===== src/rtl/game_pkg.sv =====
// Shared types, widths and the score clamp helper for the game counter controller.
package game_pkg;

  localparam int TICK_CYCLES_DEF = 500000;
  localparam int MAX_SCORE_DEF   = 114000;
  localparam int SCORE_W         = 17;
  localparam int CHANGE_W        = 13;
  localparam int TIME_W          = 11;

  // Game FSM encoding is visible on the game_state output, so values are fixed.
  typedef enum logic [1:0] {
    ST_IDLE  = 2'd0,
    ST_PLAY  = 2'd1,
    ST_PAUSE = 2'd2,
    ST_OVER  = 2'd3
  } game_state_t;

  // Arbiter phase: grants only in ARB, SETTLE gives the score counter one cycle to update.
  typedef enum logic {
    PH_ARB    = 1'b0,
    PH_SETTLE = 1'b1
  } arb_phase_t;

  // Limit a score change so the score stays within 0..max_score.
  // Computed in SCORE_W bits; the result never exceeds amt, so it fits CHANGE_W bits.
  function automatic logic [CHANGE_W-1:0] clamp_change(
    input logic                sub,
    input logic [CHANGE_W-1:0] amt,
    input logic [SCORE_W-1:0]  score,
    input logic [SCORE_W-1:0]  max_score
  );
    logic [SCORE_W-1:0] amt_w;
    logic [SCORE_W-1:0] lim;
    amt_w = {{(SCORE_W-CHANGE_W){1'b0}}, amt};
    if (sub) begin
      lim = score;
    end else if (score >= max_score) begin
      lim = '0;
    end else begin
      lim = max_score - score;
    end
    if (amt_w < lim) begin
      return amt;
    end
    return lim[CHANGE_W-1:0];
  endfunction

endpackage


===== src/rtl/game_counter_ctrl_score_arbiter.sv =====
// Round-robin arbiter that funnels score requests onto the single add/sub port.
//
// Handshake: each requester holds req[i] (with req_sub[i]/amount stable) until it
// sees req_ack[i] high for one cycle; it must drop req[i] on the following edge.
// An ack is only ever issued in the ARB phase, so a requester that drops its
// request at the ack edge is never acknowledged twice.
module score_arbiter
  import game_pkg::*;
#(
  parameter int N_REQ     = 3,
  parameter int MAX_SCORE = MAX_SCORE_DEF
) (
  input  logic                      clk,
  input  logic                      rst_n,
  input  logic                      en_i,
  input  logic                      clr_i,
  input  logic                      play_i,
  input  logic [N_REQ-1:0]          req_i,
  input  logic [N_REQ-1:0]          req_sub_i,
  input  logic [N_REQ*CHANGE_W-1:0] req_amt_i,
  input  logic [SCORE_W-1:0]        score_count_i,
  output logic [N_REQ-1:0]          req_ack_o,
  output logic [CHANGE_W-1:0]       score_change_o,
  output logic                      add_sub_o
);

  localparam int PTR_W = (N_REQ > 1) ? $clog2(N_REQ) : 1;
  localparam logic [SCORE_W-1:0] MAX_S = SCORE_W'(MAX_SCORE);

  arb_phase_t         phase_q, phase_d;
  logic [PTR_W-1:0]   ptr_q, ptr_d;

  logic               found;
  logic               grant;
  int                 idx;
  int                 gnt_idx;
  int                 nxt_idx;
  logic [CHANGE_W-1:0] amt_sel;

  // Pointer and phase registers.
  always_ff @(posedge clk or negedge rst_n) begin
    if (!rst_n) begin
      phase_q <= PH_ARB;
      ptr_q   <= '0;
    end else begin
      phase_q <= phase_d;
      ptr_q   <= ptr_d;
    end
  end

  // Round-robin search from the pointer, grant/discard decision and clamp.
  always_comb begin
    found          = 1'b0;
    idx            = 0;
    gnt_idx        = 0;
    nxt_idx        = 0;
    req_ack_o      = '0;
    score_change_o = '0;
    add_sub_o      = 1'b0;
    ptr_d          = ptr_q;
    phase_d        = phase_q;

    for (int k = 0; k < N_REQ; k++) begin
      idx = int'(ptr_q) + k;
      if (idx >= N_REQ) begin
        idx = idx - N_REQ;
      end
      if (!found && req_i[idx]) begin
        found   = 1'b1;
        gnt_idx = idx;
      end
    end

    amt_sel = req_amt_i[gnt_idx*CHANGE_W +: CHANGE_W];
    grant   = found && (phase_q == PH_ARB) && !clr_i && en_i;

    if (grant) begin
      req_ack_o[gnt_idx] = 1'b1;
      // Outside PLAY the request is acknowledged but its amount is discarded.
      if (play_i) begin
        add_sub_o      = req_sub_i[gnt_idx];
        score_change_o = clamp_change(req_sub_i[gnt_idx], amt_sel, score_count_i, MAX_S);
      end
      nxt_idx = gnt_idx + 1;
      if (nxt_idx >= N_REQ) begin
        nxt_idx = 0;
      end
      ptr_d   = PTR_W'(nxt_idx);
      phase_d = PH_SETTLE;
    end else if (phase_q == PH_SETTLE) begin
      phase_d = PH_ARB;
    end

    // A new game restarts arbitration from requester 0.
    if (clr_i) begin
      ptr_d   = '0;
      phase_d = PH_ARB;
    end
  end

endmodule


===== src/rtl/game_counter_ctrl.sv =====
// Game sequencing controller: game-state FSM, one-second tick and score arbitration.
module game_counter_ctrl
  import game_pkg::*;
#(
  parameter int TICK_CYCLES = TICK_CYCLES_DEF,
  parameter int MAX_SCORE   = MAX_SCORE_DEF,
  parameter int N_REQ       = 3
) (
  input  logic                      Clk,
  input  logic                      Reset_n,
  input  logic                      start,
  input  logic                      pause,
  input  logic [N_REQ-1:0]          req,
  input  logic [N_REQ-1:0]          req_sub,
  input  logic [N_REQ*CHANGE_W-1:0] req_amt,
  output logic [N_REQ-1:0]          req_ack,
  input  logic [SCORE_W-1:0]        score_count,
  output logic [CHANGE_W-1:0]       score_change,
  output logic                      add_sub,
  input  logic [TIME_W-1:0]         time_left,
  input  logic                      level_end,
  input  logic                      treasure_end,
  output logic                      timer_run,
  output logic                      tick_1hz,
  output logic                      counters_clr,
  output logic [1:0]                game_state,
  output logic                      game_over
);

  localparam int TICK_W = (TICK_CYCLES > 1) ? $clog2(TICK_CYCLES) : 1;
  localparam logic [TICK_W-1:0] TICK_LAST = TICK_W'(TICK_CYCLES - 1);

  game_state_t       state_q, state_d;
  logic [TICK_W-1:0] tick_cnt_q, tick_cnt_d;
  logic              run_q;
  logic              start_ok;
  logic              tick_wrap;
  logic              in_play;

  // run_q is low while reset is held, forcing every input-driven output to 0.
  always_ff @(posedge Clk or negedge Reset_n) begin
    if (!Reset_n) begin
      run_q <= 1'b0;
    end else begin
      run_q <= 1'b1;
    end
  end

  // Game state and tick counter registers.
  always_ff @(posedge Clk or negedge Reset_n) begin
    if (!Reset_n) begin
      state_q    <= ST_IDLE;
      tick_cnt_q <= '0;
    end else begin
      state_q    <= state_d;
      tick_cnt_q <= tick_cnt_d;
    end
  end

  // Next-state logic for the game FSM and tick counter.
  always_comb begin
    state_d    = state_q;
    start_ok   = 1'b0;
    in_play    = (state_q == ST_PLAY);
    tick_wrap  = in_play && (tick_cnt_q == TICK_LAST);
    tick_cnt_d = tick_cnt_q;

    case (state_q)
      ST_IDLE, ST_OVER: begin
        // start wins over a simultaneous pause here since pause is not looked at.
        if (start && run_q) begin
          state_d  = ST_PLAY;
          start_ok = 1'b1;
        end
      end
      ST_PLAY: begin
        // A terminal condition beats pause in the same cycle.
        if ((time_left == '0) || level_end || treasure_end) begin
          state_d = ST_OVER;
        end else if (pause) begin
          state_d = ST_PAUSE;
        end
      end
      ST_PAUSE: begin
        if (pause) begin
          state_d = ST_PLAY;
        end
      end
      default: state_d = ST_IDLE;
    endcase

    if (start_ok) begin
      tick_cnt_d = '0;
    end else if (in_play) begin
      tick_cnt_d = tick_wrap ? '0 : tick_cnt_q + TICK_W'(1);
    end
  end

  // Status outputs derived from registered state.
  always_comb begin
    timer_run    = (state_q == ST_PLAY);
    game_state   = state_q;
    game_over    = (state_q == ST_OVER);
    tick_1hz     = tick_wrap && run_q;
    counters_clr = start_ok;
  end

  score_arbiter #(
    .N_REQ     (N_REQ),
    .MAX_SCORE (MAX_SCORE)
  ) u_score_arbiter (
    .clk            (Clk),
    .rst_n          (Reset_n),
    .en_i           (run_q),
    .clr_i          (start_ok),
    .play_i         (state_q == ST_PLAY),
    .req_i          (req),
    .req_sub_i      (req_sub),
    .req_amt_i      (req_amt),
    .score_count_i  (score_count),
    .req_ack_o      (req_ack),
    .score_change_o (score_change),
    .add_sub_o      (add_sub)
  );

endmodule


===== config.mk =====
export PLATFORM = sky130hd
export DESIGN_NAME = game_counter_ctrl
export DESIGN_NICKNAME = d
export VERILOG_FILES = /design/src/rtl/game_pkg.sv /design/src/rtl/game_counter_ctrl_score_arbiter.sv /design/src/rtl/game_counter_ctrl.sv
export SDC_FILE = /design/constraint.sdc
export NUM_CORES = 1
export LEC_CHECK = 0
export BUFFER_PORTS_ARGS = -buffer_cell sky130_fd_sc_hd__buf_4
export CORE_MARGIN = 1.5
export CORE_UTILIZATION = 25
export CTS_BUF_LIST = sky130_fd_sc_hd__clkbuf_16
export CTS_CLUSTER_DIAMETER = 150
export DETAILED_ROUTE_END_ITERATION = 12
export PLACE_DENSITY_LB_ADDON = 0.3
export SYNTH_ARGS = -nofsm -noshare
export SYNTH_HDL_FRONTEND = slang
export SYNTH_SLANG_ARGS = --single-unit

===== constraint.sdc =====
create_clock -name Clk -period 11.9 [get_ports Clk]
set_input_delay 1.785 -clock Clk [delete_from_list [all_inputs] [get_ports Clk]]
set_output_delay 1.785 -clock Clk [all_outputs]
set_load 0.01 [all_outputs]

# Word-level counts from Yosys, hierarchy flattened
# Index checks and enable logic that the tools add are counted.
[op_classes] addsub=8 mul=1 magnitude_cmp=11 n_eq_ne=7 shift=1 mux=52 bitwise=1 n_reduce_logical=20
[ops] op="$mux 32" count=6
[ops] op="$lt 32x4->1 const B" count=4
[ops] op="$ge 32x3->1 const B" count=3
[ops] op="$mux 17" count=4
[ops] op="$sub 32x3->32 const B" count=2
[ops] op="$mux 19" count=3
[ops] op="$mux 13" count=4
[ops] op="$shiftx 39x32->13" count=1
[ops] op="$add 32x2->32 const B" count=1
[ops] op="$ge 32x1->1 const B" count=1
[ops] op="$mul 32x5->32 const B" count=1
[ops] op="$mux 1" count=21
[ops] op="$add 19x1->19 const B" count=1
[ops] op="$eq 19x19->1 const B" count=1
[ops] op="$ge 17x17->1 const B" count=1
[ops] op="$lt 13x17->1" count=1
[ops] op="$sub 17x17->17 const A" count=1
[ops] op="$mux 2" count=7
[ops] op="$logic_not 11->1" count=1
[ops] op="$logic_and 1x1->1" count=9
[ops] op="$bmux 1 s2" count=4
[ops] op="$pmux 2 s3" count=1
[ops] op="$eq 2x2->1 const B" count=2
[ops] op="$ne 2x2->1 const B" count=2
[ops] op="other kinds (15)" count=19
[word_totals] regBits=25 inputBits=79 output_inout_bits=23 wordCells=106

# Logic depth before layout (Yosys ltp)
# Gate-level depths: netlist (run 1).
[logic_depth] word_depth=25 ltp_mapped=41 depth_no_buf=34

# By module
# From an unflattened synthesis (run 1), not the netlist that was laid out.
[unflattened] hier_cells=777 hier_area_um2=5636.7
[by_module_without_submodules] mod="score_arbiter" n_inst=1 cells_each=635 area_each_um2=4325.4 seq_area_each_um2=75.1
[by_module_without_submodules] mod="game_counter_ctrl" n_inst=1 cells_each=142 area_each_um2=1311.3 seq_area_each_um2=550.5

# Worst setup path after synthesis (run 1)
# Ideal clock, no wire load.
[synth_timing] path_kind="input-to-output" start="input port req[0]" end="output port score_change[10]" arrival_ps=8899 required_time_ps=10115 path_slack_ps=1216 stages=37 n_path_buf=6 path_cell_list="mux2i_1 > o21ai_1 > o31a_1 > o21ai_1 > inv_2 > buf_2 > buf_2 > buf_2 > ha_1 > ha_1 > inv_1 > fa_1 > inv_1 > ha_1 > nor2b_1 > o21ai_0 > a21oi_1 > nor3_1 > or2_2 > clkbuf_1 > clkbuf_1 > nor2_1 > a22oi_1 > o22ai_1 > a222oi_1 > inv_1 > ha_1 > a21o_1 > a21o_1 > a21o_1 > a21o_1 > a21oi_1 > o211a_1 > and3_1 > clkbuf_1 > a211oi_1 > a311oi_1"
[synth_between] elab_chain_cells=23 word_cells_on_any_way=38 cone_classes="mul (1); order compare (1); shift (1); mux (28); reduce/logical (7)"
[synth_lines] item="start, declared" line="game_counter_ctrl.sv:13" rtl="input logic [N_REQ-1:0] req,"
[synth_lines] item="branches (longest 22 deep; another with $mul 32x5->32)"
[synth_lines] item="$mux 13 *" line="game_counter_ctrl_score_arbiter.sv:77" rtl="if (grant) begin"
[synth_lines] item="end, declared" line="game_counter_ctrl.sv:18" rtl="output logic [CHANGE_W-1:0] score_change,"
# Every way passes the cells marked *. The select of a mux whose other input is x is not followed.

# Worst setup path after layout (run 1)
[layout_timing] start="input port req[1]" end="output port score_change[10]"
# The elaborated chain is that of the path after synthesis.

==> results of run 1 <==
-- worst min-delay path by stage --
stage	from	end	cells after the start
floorplan	u_score_arbiter.phase_q	u_score_arbiter.phase_q	1
global route	tick_cnt_q[16]	tick_cnt_q[16]	1
global placement	tick_cnt_q[16]	tick_cnt_q[16]	1
finish	tick_cnt_q[16]	tick_cnt_q[16]	1
detailed placement	tick_cnt_q[16]	tick_cnt_q[16]	1
CTS	tick_cnt_q[16]	tick_cnt_q[16]	1
-- report_power, final --
group | total (uW) | leakage [uW] | internal (uW) | switching [uW]
Sequential | 115 | 0.000334 | 99.7 | 15.6
Clock | 76.6 | 0.0000409 | 45.4 | 31.3
Combinational | 1790 | 0.00266 | 667 | 1130
-- metrics by stage --
step | setup WS, ps | power, uW | instance area (um^2)
after floorplan | 1220 | 1440 | 5980
after global placement | 892 | 1890 | 6970
after detailed placement | 713 | 1870 | 6970
after CTS | 675 | 1960 | 7050
after global routing | 28.9 | 2150 | 7050
final | 622 | 1990 | 7050
-- logic make-up after synthesis --
logic type,Yosys count,synth area share [%]
XOR/XNOR,18,2.64
flip-flops,25,10.5
other,2,0.126
buffers and inverters,113,8.46
AND/OR/NAND/NOR,280,24.1
multiplexers,69,13.5
AO/OA/AOI/OAI,249,31.6
adder cells (fa/ha/maj),41,9.11
-- flip-flops by register name, indices dropped and copies added (netlist names) --
register,flops
game_state,2
u_score_arbiter.ptr_q,2
u_score_arbiter.phase_q,1
tick_cnt_q,19
run_q,1
-- layout make-up --
class	instances	area (um^2)
Multi-Input combinational cell	664	4860
Clock buffer	3	75.1
Fill cell	2544	16400
Tap cell	319	399
Sequential cell	25	626
Timing Repair Buffer	116	871
Clock inverter	1	5.00
Inverter	57	214
-- layer usage --
| layer | vias up | share of wire, % | GRT usage [%] |
|---|---|---|---|
| met4 | 0 | 1.4 | 2.34 |
| met1 | 2919 | 50 | 23.8 |
| met3 | 28 | 6.5 | 2.23 |
| met5 | - | 0 | 0 |
| li1 | 3130 | - | - |
| met2 | 251 | 42 | 23.9 |
-- worst max-delay path: cells and delay by family --
kind,cells,cell delay (ps)
AND/OR/NAND/NOR,5,1300
multiplexers,2,530
AO/OA/AOI/OAI,15,3340
buffers and inverters,7,820
adder cells (fa/ha/maj),5,1710
-- cells in the final DEF (no fill, tap or decap), drive strengths merged, types with 34 or more instances in the layout --
| cell | synthesis | routed |
|---|---|---|
| a211oi | 43 | 43 |
| a21oi | 40 | 40 |
| buf | 29 | 116 |
| ha | 37 | 37 |
| inv | 56 | 56 |
| mux2i | 45 | 45 |
| nand2 | 81 | 81 |
| nand3 | 36 | 36 |
| nor2 | 57 | 57 |
| o21ai | 34 | 34 |
==> report_table.html, run 1 <==
<table>
<tr><th>Metric</th><th>Value</th></tr>
<tr><th colspan="2">Status</th></tr>
<tr><td>Result of the run</td><td>complete, no violations</td></tr>
<tr><th colspan="2">Route</th></tr>
<tr><td>Initial DRC count</td><td>548</td></tr>
<tr><td>Aggregate routed wire length</td><td>20.2 mm</td></tr>
<tr><td>Avg Vias per Cell</td><td>5.34</td></tr>
<tr><td>DR pass1 iterations</td><td>5</td></tr>
<tr><td>Remaining number of nets flagged by the antenna check after routing</td><td>0</td></tr>
<tr><td>Via count</td><td>between 6,000 and 7,000</td></tr>
<tr><td>Wire per inst</td><td>17.0 um</td></tr>
<tr><td>Remaining DRCs</td><td>0</td></tr>
<tr><th colspan="2">Worst setup path</th></tr>
<tr><td>CP Launch Point</td><td>req[1]</td></tr>
<tr><td>Data required time at the worst endpoint</td><td>10,120 ps</td></tr>
<tr><td>Classification of the worst setup path</td><td>in2out</td></tr>
<tr><td>R2R Path End</td><td>u_score_arbiter.ptr_q[0]</td></tr>
<tr><td>Crit-path most repeated cell</td><td>sky130_fd_sc_hd__a21o_1</td></tr>
<tr><td>Count of cells along the worst register-to-register path</td><td>10</td></tr>
<tr><td>Slowest cell on the critical path</td><td>sky130_fd_sc_hd__a222oi_1</td></tr>
<tr><td>Maximum fanout along the worst path</td><td>17</td></tr>
<tr><td>Arrival @ worst endpoint</td><td>9490 ps</td></tr>
<tr><td>Sort of element at the end of the critical path</td><td>output port</td></tr>
<tr><td>Category of the worst setup path launch point</td><td>input pin</td></tr>
<tr><td>Crit path to</td><td>score_change[10]</td></tr>
<tr><td>Flop2flop setup slack</td><td>8740 ps</td></tr>
<tr><td>Longest individual stage delay on the worst path</td><td>about 620 ps</td></tr>
<tr><td>Launching point of the worst reg2reg path</td><td>u_score_arbiter.ptr_q[1]</td></tr>
<tr><th colspan="2">Floorplanning</th></tr>
<tr><td>Die height</td><td>157 um</td></tr>
<tr><td>Area of the die</td><td>24,800 um^2</td></tr>
<tr><td>Core area</td><td>23,500 um^2</td></tr>
<tr><td>Effective utilization at floorplan</td><td>between 20% and 30%</td></tr>
<tr><td>I/O pin total</td><td>102</td></tr>
<tr><td>FP Rows</td><td>56</td></tr>
<tr><td>Width of the die</td><td>157 um</td></tr>
<tr><th colspan="2">GRT</th></tr>
<tr><td>Vias in the first global route</td><td>5,898</td></tr>
<tr><td>GRT Total Usage</td><td>15.8%</td></tr>
<tr><td>Initial antenna violation count</td><td>0</td></tr>
<tr><td>Global-route wire length before repair</td><td>31.6 mm</td></tr>
<tr><td>Largest net degree at the start of global routing</td><td>46</td></tr>
<tr><td>GRT overflow</td><td>0</td></tr>
<tr><th colspan="2">Synthesis</th></tr>
<tr><td>Share of flip-flops with an asynchronous set or reset</td><td>100%</td></tr>
<tr><td>Library cell with the largest summed area after synthesis</td><td>sky130_fd_sc_hd__dfrtp_1</td></tr>
<tr><td>Count of warnings emitted by yosys</td><td>0</td></tr>
<tr><td>Post-Synthesis Cells</td><td>797</td></tr>
<tr><td>Share of Yosys cell area claimed by the top area cell type</td><td>10.5%</td></tr>
<tr><td>#FFs+latches synth</td><td>25</td></tr>
<tr><td>Synth unique cells</td><td>91</td></tr>
<tr><td>Sequential element share of the synthesized area</td><td>10.5%</td></tr>
<tr><td>Leading cell type by number of instances after synthesis</td><td>sky130_fd_sc_hd__nand2_1</td></tr>
<tr><td>Synth area leaders</td><td>sky130_fd_sc_hd__dfrtp_1 (10%), sky130_fd_sc_hd__ha_1 (7.8%), sky130_fd_sc_hd__mux2i_1 (7.4%), sky130_fd_sc_hd__nand2_1 (5.0%), sky130_fd_sc_hd__a211oi_1 (4.0%)</td></tr>
<tr><td>Post-Syn Area</td><td>5960 um^2</td></tr>
<tr><td>Commonest cells post-synth</td><td>sky130_fd_sc_hd__nand2_1 (80), sky130_fd_sc_hd__nor2_1 (56), sky130_fd_sc_hd__inv_1 (55), sky130_fd_sc_hd__mux2i_1 (44)</td></tr>
<tr><td>Number of enable flip-flop cells after synthesis</td><td>0</td></tr>
<tr><td>Most instantiated flip-flop cell in the synthesis netlist</td><td>sky130_fd_sc_hd__dfrtp_1</td></tr>
<tr><td>Mean cell area of the mapped netlist</td><td>7.48 um^2</td></tr>
<tr><th colspan="2">Timing</th></tr>
<tr><td>Timing-limited maximum frequency</td><td>88.7 MHz</td></tr>
<tr><td>Total Neg Setup Slack</td><td>0 ps</td></tr>
<tr><td>Number of max-slew violations in the final report</td><td>0</td></tr>
<tr><td>Maximum clock skew at final layout</td><td>2.90 ps</td></tr>
<tr><td>Final hold violations</td><td>0</td></tr>
<tr><td>Setup repair after global routing missed its margin</td><td>false</td></tr>
<tr><td>Final setup violation count</td><td>0</td></tr>
<tr><td>Period utilization</td><td>94.8%</td></tr>
<tr><td>Actual transition at the worst max-transition pin</td><td>between 800 and 900 ps</td></tr>
<tr><td>Post-route worst hold slack</td><td>529 ps</td></tr>
<tr><td>Relative slew margins</td><td>between 40% and 50%</td></tr>
<tr><td>Min Clock Period, post-route</td><td>roughly 11,000 ps</td></tr>
<tr><th colspan="2">Min path</th></tr>
<tr><td>Hold WC Path Type</td><td>reg2reg</td></tr>
<tr><th colspan="2">CTS</th></tr>
<tr><td>CTS max path bufs</td><td>2</td></tr>
<tr><td>Post_cts resized</td><td>0</td></tr>
<tr><td>Number of buffers inserted to repair setup after CTS</td><td>0</td></tr>
<tr><td>Total number of clock tree sinks</td><td>25</td></tr>
<tr><td>Root Buffer Master</td><td>sky130_fd_sc_hd__clkbuf_16</td></tr>
<tr><td>Depth of the CTS H-tree</td><td>1</td></tr>
<tr><td>Clk pin slew, worst setup/hold paths</td><td>60 ps</td></tr>
<tr><td>Clk_lat worst skew</td><td>260 ps</td></tr>
<tr><td>Count of hold-fix buffers inserted at cts</td><td>0</td></tr>
<tr><td>TritonCTS clock tree</td><td>done</td></tr>
<tr><td>Clock buffers created by TritonCTS</td><td>3</td></tr>
<tr><th colspan="2">Place</th></tr>
<tr><td>Number of I/O port buffers</td><td>101</td></tr>
<tr><td>Routability Congestion</td><td>~0.95</td></tr>
<tr><td>Final HPWL DP</td><td>between 15 and 20 mm</td></tr>
<tr><td>Cells after DPL</td><td>approximately 1,200</td></tr>
<tr><th colspan="2">Layout</th></tr>
<tr><td>Nets</td><td>just under 1,000</td></tr>
<tr><td>Synth-to-Final Area Change</td><td>18.3%</td></tr>
<tr><td>Number of standard cells in the layout, taps in and fillers out</td><td>1,185</td></tr>
<tr><td>Share of post-route cells with drive strength above 1</td><td>20.8%</td></tr>
<tr><td>Post-Route Utilization</td><td>between 30% and 40%</td></tr>
<tr><td>Count of antenna diodes in the layout</td><td>0</td></tr>
<tr><th colspan="2">Power and ir drop</th></tr>
<tr><td>P_leak</td><td>0.00304 uW</td></tr>
<tr><td>Areal power density over the cells</td><td>281 nW/um^2</td></tr>
<tr><td>Peak supply drop</td><td>between 0.1 and 0.15 mV</td></tr>
<tr><th colspan="2">Job</th></tr>
<tr><td>Max-cap violation count</td><td>0</td></tr>
</table>
Power figures use the tool's default switching activity.
==> run 2: changes to the inputs <==
==> constraint.sdc (replaced) <==
create_clock -name Clk -period 9.1 [get_ports Clk]
set_input_delay 1.365 -clock Clk [delete_from_list [all_inputs] [get_ports Clk]]
set_output_delay 1.365 -clock Clk [all_outputs]
set_load 0.01 [all_outputs]
==> run 2 against run 1 <==
Clock skew rose by 2.4 ps. Utilization rose by 3.2 points. Sequential share of layout area fell by 0.86 points. Clock power rose by 28%. Non-clock buffer count rose by 55. Combinational power rose by 53%. Flip-flop and latch count did not move. Via count rose by 6.5%. Design area rose by 11%. First-iteration DRC count fell by 9.7%. Largest power group unchanged.
==> report_table.html, run 2 (synthesized netlist as in run 1, its figures left out) <==
<table>
<tr><th>Metric</th><th>Value</th></tr>
<tr><th colspan="2">Status</th></tr>
<tr><td>Result of the run</td><td>complete, no violations</td></tr>
<tr><th colspan="2">Layout</th></tr>
<tr><td>Post-Route Utilization</td><td>33.3% (+3.2 points)</td></tr>
<tr><td>Number of inserted filler cells in the final layout</td><td>2,472 (-2.8%)</td></tr>
<tr><td>Nets</td><td>1,042 (+5.6%)</td></tr>
<tr><td>Synth-to-Final Area Change</td><td>31.1%</td></tr>
<tr><td>Flip-flop count of the largest register, all copies and words added</td><td>19 (unchanged)</td></tr>
<tr><td>Share of post-route cells with drive strength above 1</td><td>30.0% (+9.2 points)</td></tr>
<tr><td>Total area of sequential cells</td><td>626 um^2 (unchanged)</td></tr>
<tr><td>Most common library cell in the layout ignoring fill and taps</td><td>sky130_fd_sc_hd__buf_4</td></tr>
<tr><td>Register with the most flip-flops</td><td>tick_cnt_q</td></tr>
<tr><td>Number of standard cells in the layout, taps in and fillers out</td><td>1,240 (+4.6%)</td></tr>
<tr><td>Highest-count cells in the layout ignoring fill and taps</td><td>sky130_fd_sc_hd__buf_4 (161), sky130_fd_sc_hd__nand2_1 (78), sky130_fd_sc_hd__nor2_1 (56), sky130_fd_sc_hd__inv_1 (50), sky130_fd_sc_hd__mux2i_1 (44)</td></tr>
<tr><td>Count of antenna diodes in the layout</td><td>0 (unchanged)</td></tr>
<tr><td>Area used by multi-input combinational logic</td><td>5160 um^2 (+6.2%)</td></tr>
<tr><th colspan="2">Timing</th></tr>
<tr><td>Timing-limited maximum frequency</td><td>111 MHz</td></tr>
<tr><td>Final hold violations</td><td>0 (unchanged)</td></tr>
<tr><td>Setup repair after global routing missed its margin</td><td>true</td></tr>
<tr><td>Maximum clock skew at final layout</td><td>5.33 ps (+2.44 ps)</td></tr>
<tr><td>Final setup violation count</td><td>0 (unchanged)</td></tr>
<tr><td>Number of max-slew violations in the final report</td><td>0 (unchanged)</td></tr>
<tr><td>Total Neg Setup Slack</td><td>0 ps (unchanged)</td></tr>
<tr><td>Actual transition at the worst max-transition pin</td><td>934 ps (+92.2 ps)</td></tr>
<tr><td>Period utilization</td><td>98.9%</td></tr>
<tr><td>Relative slew margins</td><td>37.6% (-6.2 points)</td></tr>
<tr><td>Min Clock Period, post-route</td><td>9000 ps</td></tr>
<tr><td>Post-route worst hold slack</td><td>530 ps (+0.178 ps)</td></tr>
<tr><th colspan="2">Route</th></tr>
<tr><td>Avg Vias per Cell</td><td>5.43 (+1.8%)</td></tr>
<tr><td>Initial DRC count</td><td>495 (-9.7%)</td></tr>
<tr><td>Aggregate routed wire length</td><td>21.0 mm (+4.0%)</td></tr>
<tr><td>Via count</td><td>6,738 (+6.5%)</td></tr>
<tr><td>Wire per inst</td><td>16.9 um (-0.59%)</td></tr>
<tr><td>DR pass1 iterations</td><td>5 (unchanged)</td></tr>
<tr><td>Remaining number of nets flagged by the antenna check after routing</td><td>0 (unchanged)</td></tr>
<tr><td>Remaining DRCs</td><td>0 (unchanged)</td></tr>
<tr><th colspan="2">GRT</th></tr>
<tr><td>Initial antenna violation count</td><td>0 (unchanged)</td></tr>
<tr><td>Global-route wire length before repair</td><td>33.1 mm (+4.9%)</td></tr>
<tr><td>Largest net degree at the start of global routing</td><td>46 (unchanged)</td></tr>
<tr><td>GRT overflow</td><td>0 (unchanged)</td></tr>
<tr><td>Vias in the first global route</td><td>6,246 (+5.9%)</td></tr>
<tr><td>GRT Total Usage</td><td>16.5% (+0.73 points)</td></tr>
<tr><th colspan="2">CTS</th></tr>
<tr><td>Clk_lat worst skew</td><td>260 ps (about the same)</td></tr>
<tr><td>Depth of the CTS H-tree</td><td>1 (unchanged)</td></tr>
<tr><td>Count of hold-fix buffers inserted at cts</td><td>0 (unchanged)</td></tr>
<tr><td>Clock buffers created by TritonCTS</td><td>3 (unchanged)</td></tr>
<tr><td>CTS max path bufs</td><td>2 (unchanged)</td></tr>
<tr><td>Total number of clock tree sinks</td><td>25 (unchanged)</td></tr>
<tr><td>Root Buffer Master</td><td>sky130_fd_sc_hd__clkbuf_16</td></tr>
<tr><td>Clk pin slew, worst setup/hold paths</td><td>70 ps (about the same)</td></tr>
<tr><td>TritonCTS clock tree</td><td>done</td></tr>
<tr><th colspan="2">Floorplanning</th></tr>
<tr><td>Area of the die</td><td>24,800 um^2 (unchanged)</td></tr>
<tr><td>Width of the die</td><td>157 um (unchanged)</td></tr>
<tr><td>Die height</td><td>157 um (unchanged)</td></tr>
<tr><td>I/O pin total</td><td>102 (unchanged)</td></tr>
<tr><td>FP Rows</td><td>56 (unchanged)</td></tr>
<tr><td>Effective utilization at floorplan</td><td>25.4% (unchanged)</td></tr>
<tr><td>Core area</td><td>23,500 um^2 (unchanged)</td></tr>
<tr><th colspan="2">Place</th></tr>
<tr><td>Cells after DPL</td><td>1,225 (+3.7%)</td></tr>
<tr><td>Final HPWL DP</td><td>16.9 mm (+4.6%)</td></tr>
<tr><td>Routability Congestion</td><td>0.915 (-4.0%)</td></tr>
<tr><td>Number of I/O port buffers</td><td>101 (unchanged)</td></tr>
<tr><th colspan="2">Worst setup path</th></tr>
<tr><td>Arrival @ worst endpoint</td><td>7630 ps (-1860 ps)</td></tr>
<tr><td>Classification of the worst setup path</td><td>in2out</td></tr>
<tr><td>Sort of element at the end of the critical path</td><td>output port</td></tr>
<tr><td>Data required time at the worst endpoint</td><td>7740 ps (-2380 ps)</td></tr>
<tr><td>Maximum fanout along the worst path</td><td>7 (-10)</td></tr>
<tr><td>Longest individual stage delay on the worst path</td><td>570 ps (-50 ps)</td></tr>
<tr><td>Slowest cell on the critical path</td><td>sky130_fd_sc_hd__fa_1</td></tr>
<tr><td>Crit-path most repeated cell</td><td>sky130_fd_sc_hd__a21o_1</td></tr>
<tr><td>Category of the worst setup path launch point</td><td>input pin</td></tr>
<tr><th colspan="2">Min path</th></tr>
<tr><td>Hold WC Path Type</td><td>reg2reg</td></tr>
<tr><th colspan="2">Power and ir drop</th></tr>
<tr><td>Peak supply drop</td><td>0.138 mV (+3.5%)</td></tr>
<tr><td>P_leak</td><td>0.00334 uW (+9.9%)</td></tr>
<tr><td>Total power</td><td>2990 uW (+51%)</td></tr>
<tr><td>Areal power density over the cells</td><td>382 nW/um^2 (+36%)</td></tr>
<tr><th colspan="2">Job</th></tr>
<tr><td>Max-cap violation count</td><td>0 (unchanged)</td></tr>
</table>
[run 2: power breakdown]
group	switching (uW)	internal, uW
clock network	38.5	59.2
registers	20.3	130
logic	1620	1120
[run 2: what timing repair did]
action,in CTS,in global routing
resized for setup,11,48
setup endpoints to repair,13,13
pin swaps,15,44
setup buffers,4,7
gates cloned,0,0
[run 2: path summary, 6_finish.rpt]
path / from / to / slack (ps) / depth (start not counted)
worst min register to register: tick_cnt_q[17] / tick_cnt_q[17] / 530 / 2
worst min-delay path: tick_cnt_q[17] / tick_cnt_q[17] / 530 / 2
min in group asynchronous: Reset_n / tick_cnt_q[11] / 1000 / 1
worst max register to register: u_score_arbiter.ptr_q[1] / u_score_arbiter.ptr_q[1] / 5730 / 11
max in group asynchronous: Reset_n / u_score_arbiter.phase_q / 7850 / 1
worst max-delay path: req[0] / score_change[8] / 100 / 33
[run 2: worst max-delay path, delay by kind of cell]
kind	cells	cell delay (ps)
mux	2	460
buf+inv	8	800
simple gates	7	1580
compound gates	11	1810
fa+ha+maj	5	1610
[run 2: area by class of cell]
class / count / share of cell area, %
clock buffer: 3 / 0.961
timing repair buffer: 171 / 17.0
tap: 319 / 5.11
clock inverter: 1 / 0.0640
sequential: 25 / 8.01
inverter: 57 / 2.77
multi-input combinational: 664 / 66.1
[run 2: metal layers]
metal | part of all wire (%) | routed length [um] | track usage (%)
met2 | 42 | 8910 | 25.3
met1 | 49 | 10200 | 24.9
met4 | 1.1 | 233 | 2.38
met3 | 7.8 | 1640 | 1.98
met5 | 0 | 0 | 0
[run 2: per-stage QoR]
step / cell area, um^2 / setup WS, ps
2_1_floorplan: 6060 / 14.1
3_3_place_gp: 7360 / -65.0
3_5_place_dp: 7360 / -232
4_1_cts: 7520 / 10.0
5_1_grt: 7820 / -141
6_report: 7820 / 104
